$ cat config.mk
export PLATFORM = sky130hd
export DESIGN_NAME = bus_rr_arbiter
export DESIGN_NICKNAME = d
export VERILOG_FILES = /design/src/rtl/bus_rr_arbiter.sv
export SDC_FILE = /design/constraint.sdc
export NUM_CORES = 1
export LEC_CHECK = 0
export CORE_AREA = 4 4 107 109
export CTS_BUF_LIST = sky130_fd_sc_hd__clkbuf_4 sky130_fd_sc_hd__clkbuf_8 sky130_fd_sc_hd__clkbuf_16
export CTS_CLUSTER_SIZE = 24
export DETAILED_ROUTE_END_ITERATION = 10
export DIE_AREA = 0 0 111 113
export PLACE_DENSITY = 0.67
export RECOVER_POWER = 50
export SETUP_SLACK_MARGIN = 0.4
export SLEW_MARGIN = 20
export SYNTH_ARGS = -nofsm -noshare
export SYNTH_HDL_FRONTEND = slang
export SYNTH_SLANG_ARGS = --single-unit
$ cat constraint.sdc
create_clock -name i_clk -period 2.5 [get_ports i_clk]
set_input_delay 0.625 -clock i_clk [delete_from_list [all_inputs] [get_ports i_clk]]
set_output_delay 0.625 -clock i_clk [all_outputs]
set_load 0.02 [all_outputs]
$ cat src/rtl/bus_rr_arbiter.sv
// ---------------------------------------------------------------------------
// bus_rr_arbiter
//   N-master to 1-slave arbiter for the req/gnt bus. One transfer at a time is
//   granted to a single owner chosen round-robin; the slave's completion pulse
//   and read data are routed back to that owner only.
//
// Optional feature macro: BUS_TIMEOUT_EN
//   Defined   : a slave that stays silent for TIMEOUT_CYC BUSY cycles gets the
//               transfer completed on its behalf with m_rdata = 32'hDEAD_BEEF
//               (sized to DATA_W) and an o_m_err pulse.
//   Undefined : no wait counter, no o_m_err port; a silent slave holds the bus.
//
// Ports
//   i_clk       bus clock, rising edge
//   i_rst       synchronous active-high reset
//   i_m_req     per-master request
//   i_m_addr    packed master addresses, master i at [i*ADDR_W +: ADDR_W]
//   i_m_wdata   packed master write data, master i at [i*DATA_W +: DATA_W]
//   i_m_wr_en   per-master write enable (1=write, 0=read)
//   o_m_gnt     one-hot completion pulse to the owner
//   o_m_rdata   shared read data, non-zero only alongside an o_m_gnt pulse
//   o_m_err     (BUS_TIMEOUT_EN only) timeout completion pulse
//   o_s_req     request to slave (high for the whole BUSY state)
//   o_s_addr    owner's address
//   o_s_wdata   owner's write data
//   o_s_wr_en   owner's write enable
//   i_s_gnt     slave completion pulse
//   i_s_rdata   slave read data, valid with i_s_gnt
//   o_busy      transfer in progress
//   o_owner     current owner while BUSY, last owner while IDLE
// ---------------------------------------------------------------------------
module bus_rr_arbiter #(
    parameter int NUM_MASTERS = 4,
    parameter int ADDR_W      = 8,
    parameter int DATA_W      = 32,
    parameter int TIMEOUT_CYC = 16,
    localparam int OWNER_W    = (NUM_MASTERS > 1) ? $clog2(NUM_MASTERS) : 1
) (
    input  logic                          i_clk,
    input  logic                          i_rst,
    input  logic [NUM_MASTERS-1:0]        i_m_req,
    input  logic [NUM_MASTERS*ADDR_W-1:0] i_m_addr,
    input  logic [NUM_MASTERS*DATA_W-1:0] i_m_wdata,
    input  logic [NUM_MASTERS-1:0]        i_m_wr_en,
    output logic [NUM_MASTERS-1:0]        o_m_gnt,
    output logic [DATA_W-1:0]             o_m_rdata,
`ifdef BUS_TIMEOUT_EN
    output logic                          o_m_err,
`endif
    output logic                          o_s_req,
    output logic [ADDR_W-1:0]             o_s_addr,
    output logic [DATA_W-1:0]             o_s_wdata,
    output logic                          o_s_wr_en,
    input  logic                          i_s_gnt,
    input  logic [DATA_W-1:0]             i_s_rdata,
    output logic                          o_busy,
    output logic [OWNER_W-1:0]            o_owner
);

    // Reject parameter sets the arbitration arithmetic is not sized for.
    if (NUM_MASTERS < 2 || NUM_MASTERS > 16 || TIMEOUT_CYC < 1) begin : g_bad_cfg
        $error("bus_rr_arbiter: unsupported parameter set");
    end

    // One extra bit so (owner + offset) can exceed NUM_MASTERS before wrapping.
    localparam int SUM_W = OWNER_W + 1;

    typedef enum logic {S_IDLE, S_BUSY} state_t;

    state_t               r_state;
    state_t               w_state_nxt;
    logic [OWNER_W-1:0]   r_owner;      // doubles as the round-robin pointer

    logic [ADDR_W-1:0]    w_addr  [NUM_MASTERS];
    logic [DATA_W-1:0]    w_wdata [NUM_MASTERS];

    logic                 w_found;
    logic [OWNER_W-1:0]   w_winner;
    logic [SUM_W-1:0]     w_sum;

    logic                 w_in_busy;
    logic                 w_owner_req;
    logic                 w_done;
    logic                 w_timeout;

    // Unpack the flat master buses so the owner can select with a plain index.
    for (genvar gi = 0; gi < NUM_MASTERS; gi++) begin : g_unpack
        assign w_addr[gi]  = i_m_addr[gi*ADDR_W +: ADDR_W];
        assign w_wdata[gi] = i_m_wdata[gi*DATA_W +: DATA_W];
    end

    // Round-robin search: scan offsets 1..N from the last owner, so the last
    // owner itself is considered only after everyone else.
    always_comb begin
        w_found  = 1'b0;
        w_winner = r_owner;
        w_sum    = '0;
        for (int k = 1; k <= NUM_MASTERS; k++) begin
            w_sum = {1'b0, r_owner} + SUM_W'(k);
            if (w_sum >= SUM_W'(NUM_MASTERS))
                w_sum = w_sum - SUM_W'(NUM_MASTERS);
            if (!w_found && i_m_req[w_sum[OWNER_W-1:0]]) begin
                w_found  = 1'b1;
                w_winner = w_sum[OWNER_W-1:0];
            end
        end
    end

    assign w_in_busy   = (r_state == S_BUSY);
    assign w_owner_req = i_m_req[r_owner];
    // A reset cycle must not complete the transfer it is tearing down.
    assign w_done      = w_in_busy & i_s_gnt & ~i_rst;

`ifdef BUS_TIMEOUT_EN
    localparam int TW = $clog2(TIMEOUT_CYC + 1);
    localparam logic [DATA_W-1:0] TIMEOUT_DATA = DATA_W'(32'hDEAD_BEEF);

    logic [TW-1:0] r_wait;

    // The counter holds (BUSY cycle number - 1), so the match fires on the
    // TIMEOUT_CYC-th BUSY cycle. An owner that has already walked away is
    // treated as an abandon rather than handed a timeout completion.
    assign w_timeout = w_in_busy & ~i_s_gnt & w_owner_req & ~i_rst &
                       (r_wait == TW'(TIMEOUT_CYC - 1));

    always_ff @(posedge i_clk) begin
        if (i_rst || r_state == S_IDLE)
            r_wait <= '0;
        else
            r_wait <= r_wait + 1'b1;
    end

    assign o_m_err = w_timeout;
`else
    assign w_timeout = 1'b0;
`endif

    // State and owner/pointer register.
    always_ff @(posedge i_clk) begin
        if (i_rst) begin
            r_state <= S_IDLE;
            r_owner <= OWNER_W'(NUM_MASTERS - 1);
        end else begin
            r_state <= w_state_nxt;
            if (r_state == S_IDLE && w_found)
                r_owner <= w_winner;
        end
    end

    // Next state and bus outputs.
    always_comb begin
        w_state_nxt = r_state;
        o_s_req     = 1'b0;
        o_s_addr    = '0;
        o_s_wdata   = '0;
        o_s_wr_en   = 1'b0;
        o_m_gnt     = '0;
        o_m_rdata   = '0;

        case (r_state)
            S_IDLE: begin
                if (w_found)
                    w_state_nxt = S_BUSY;
            end
            S_BUSY: begin
                o_s_req   = 1'b1;
                o_s_addr  = w_addr[r_owner];
                o_s_wdata = w_wdata[r_owner];
                o_s_wr_en = i_m_wr_en[r_owner];
                // Completion has priority over an abandon in the same cycle.
                if (i_s_gnt || !w_owner_req || w_timeout)
                    w_state_nxt = S_IDLE;
                if (w_done || w_timeout)
                    o_m_gnt = NUM_MASTERS'(1) << r_owner;
                if (w_done)
                    o_m_rdata = i_s_rdata;
`ifdef BUS_TIMEOUT_EN
                else if (w_timeout)
                    o_m_rdata = TIMEOUT_DATA;
`endif
            end
            default: w_state_nxt = S_IDLE;
        endcase
    end

    assign o_busy  = w_in_busy;
    assign o_owner = r_owner;

endmodule
==> impl_metrics.csv <==
group,metric,value,unit
floorplan,io_pins,284,
placed_design,place_ws,-0.437,ns
min_path,min_path_type,"in -> reg",
detailed_routing,num_vias,2698,
grt,antenna_found_initial,0,
worst_setup_path,crit_fanout,5,
detailed_routing,post_drt_wl_per_cell,18.7,um
placed_design,port_buffers,283,
pwr,powerDensity,694,nW/um^2
outcome,status,"completed",
placed_design,place_hpwl,8990,um
grt,globalRouteTotalUtil,16.8,%
pwr,vdd_drop_max,0.355,mV
final_layout,drive_above_1_share,48.7,%
worst_setup_path,cp.depth,9,
min_path,hold_depth,3,
pwr,p_leak,2.50,nW
clock_tree,clkTransAtPathRegs,0.03,ns
sta,grt_setup_unrepaired,"true",
floorplan,dieArea,12500,um^2
detailed_routing,routed_wl,11400,um
grt,grt-ovfl-total,0,
worst_setup_path,worst-path-buf-inv,6,
floorplan,dieHeight,113,um
floorplan,row_count,38,
floorplan,initial_utilization,17.2,%
yosys,yosys_warnings,0,
job,max_cap_viol_count,0,
sta,fin_crit,2.33,ns
yosys,synth_area,1830,um^2
placed_design,gp_congestion,0.871,
sta,setup_viol,0,
worst_setup_path,critPathRequiredTime,1.88,ns
clock_tree,cts_tree,"done",
sta,worst_pin_slew,0.280,ns
clock_tree,cts_buffers,3,
yosys,avgSynthCellArea,10.7,um^2
sta,fmax,429,MHz
floorplan,core,10600,um^2
yosys,synth_seq_cells,3,
detailed_routing,drc_errors,0,
final_layout,area_delta_synth_final,190,%
final_layout,fillCellCount,1029,
detailed_routing,viasPerCell,4.42,
grt,grt_pass1_vias,2911,
detailed_routing,drtIter0Drc,72,
yosys,syn-num-nets,377,
detailed_routing,antenna_left,0,
yosys,synthCells,170,
worst_setup_path,slowest_delay,0.22,ns
clock_tree,clockRootBuffer,"clkbuf_8",
worst_setup_path,critPathTopFamily,"buffers and inverters",
worst_setup_path,endpoint_kind,"output port",
detailed_routing,first_pass_iters,4,
worst_setup_path,cp_cell_sequence,"buf_6 -> nand2_1 -> nor2_1 -> clkbuf_1 -> buf_12 -> buf_12 -> buf_16 -> and2_4 -> buf_6",
yosys,synth_top_area_share,54.3,%
clock_tree,clock_latency,0.21,ns
sta,finalWorstSetupSlack,0.171,ns
worst_setup_path,r2r_cells,7,
sta,clock_skew,0.000749,ns
clock_tree,clock-sinks,3,
clock_tree,cts.htree.levels,1,
sta,maxSlewHeadroom,81.4,%
clock_tree,clockBufferDepth,2,
final_layout,final_cell_area,5300,um^2
sta,min_period_over_period,93.2,%
worst_setup_path,critPathArrivalTime,1.70,ns
yosys,synth_seq_area_share,3.29,%
placed_design,placedInstanceArea,4940,um^2
yosys,yosysTopAreaCell,"mux4_2",
worst_setup_path,start_kind,"input pin",
sta,whs,0.658,ns
worst_setup_path,cpMaxStageDelayCell,"clkbuf_1",
floorplan,dieWidth,111,um
yosys,ys_types,23,
worst_setup_path,critPathKind,"in -> out",
sta,finalMaxSlewViolations,0,
sta,hold_viol,0,
yosys,synth.area.top_cells,"mux4_2 (54%), and2_1 (26%), dfxtp_1 (3.3%), ha_1 (2.7%), clkbuf_1 (2.5%)",
grt,grt_max_degree,27,
final_layout,layout.nets,678,
grt,grt_pass1_wl,16700,um
where the power goes:
part	internal, mW	switching [mW]	leakage (nW)
Sequential	0.0792	0.0342	0.0255
Clock	0.119	0.0300	0.0262
Combinational	2.03	1.39	2.44
sequential cells by signal, indices dropped and copies added, names as in the netlist:
| signal | cells |
|---|---|
| o_busy | 1 |
| o_owner | 2 |
cells in the final DEF (no fill, tap or decap), drive strengths merged, types with 2 or more instances in the layout:
cell type	instances
inv	2
and2	77
nand2	3
clkdlybuf4s50	32
buf	91
mux2i	3
dlygate4sd2	163
a21oi	2
mux4	44
clkdlybuf4s15	5
nor2	2
dfxtp	3
o31ai	2
clkbuf	26
ha	4
path summary, 6_finish.rpt:
check	from	endpoint	slack, ns
setup / recovery	i_s_gnt	o_m_gnt[0]	0.17
hold / removal	i_rst	o_busy$_SDFF_PP0_	0.66
setup reg to reg	o_owner[0]$_SDFFE_PP1P_	o_owner[0]$_SDFFE_PP1P_	0.37
hold reg to reg	o_owner[1]$_SDFFE_PP1P_	o_owner[1]$_SDFFE_PP1P_	0.71
worst register-to-register path, stage by stage, from the launching register on:
cell,delay [ns]
dfxtp_4,0.37
buf_16,0.21
inv_2,0.08
ha_4,0.31
mux4_2,0.34
o31ai_4,0.27
nor3_1,0.08
or3b_1,0.34
repair_timing:
| item | in CTS | in global routing |
|---|---|---|
| cloned | 8 | 0 |
| gates resized for setup | 718 | 18 |
| endpoints found under the hold margin | 0 | 0 |
| hold buffers | 0 | 0 |
| setup endpoints to repair | 82 | 78 |
| setup buffers | 13 | 0 |
| pin swaps | 19 | 14 |
kinds of logic after synthesis:
kind of cell | share of synthesized area, %
flip-flops | 3.29
adder cells (fa/ha/maj) | 2.74
multiplexers | 55.9
AND/OR/NAND/NOR | 28.8
AO/OA/AOI/OAI | 3.77
buffers and inverters | 5.48
cells in the mapped netlist:
master and count:
mux4_2 44, nor2b_1 1, o21ai_0 1, buf_2 5
a221oi_1 1, o31ai_1 1, nand2_1 3, a21oi_1 2
o31ai_4 1, nor3_1 1, dfxtp_1 3, clkbuf_1 12
and2_1 77, ha_1 4, o21a_1 1, o22a_1 1
nand3_1 1, nor2_1 2, inv_1 3, or3b_1 1
buf_4 1, buf_6 1, mux2i_1 3
cell type report:
class | count | area (um^2) | area share, %
well taps | 140 | 175 | 3.31
clock buffers | 4 | 48.8 | 0.921
inverters | 3 | 15.0 | 0.283
repair buffers | 315 | 3120 | 58.8
multi-input cells | 145 | 1870 | 35.3
diodes | 1 | 2.50 | 0.0472
flip-flops and latches | 3 | 68.8 | 1.30
stage by stage:
step	utilization [%]	power, mW	setup TNS [ns]	std cells
2_1_floorplan	-	2.02	0	170
3_3_place_gp	46.6	3.13	-26.88	585
3_5_place_dp	46.6	3.16	-27.77	585
4_1_cts	51.1	3.76	0	610
5_1_grt	49.9	3.90	0	610
6_report	50.0	3.68	0	611
layer usage:
metal  up-vias  GRT usage, %  part of all wire, %
met4         0          3.28                  1.2
met5         -             0                    0
li1       1250             -                    -
met2       137          31.3                   54
met3        10          3.58                  6.3
met1      1301          20.0                   39
Note: power is estimated with default switching activity, not from simulation.
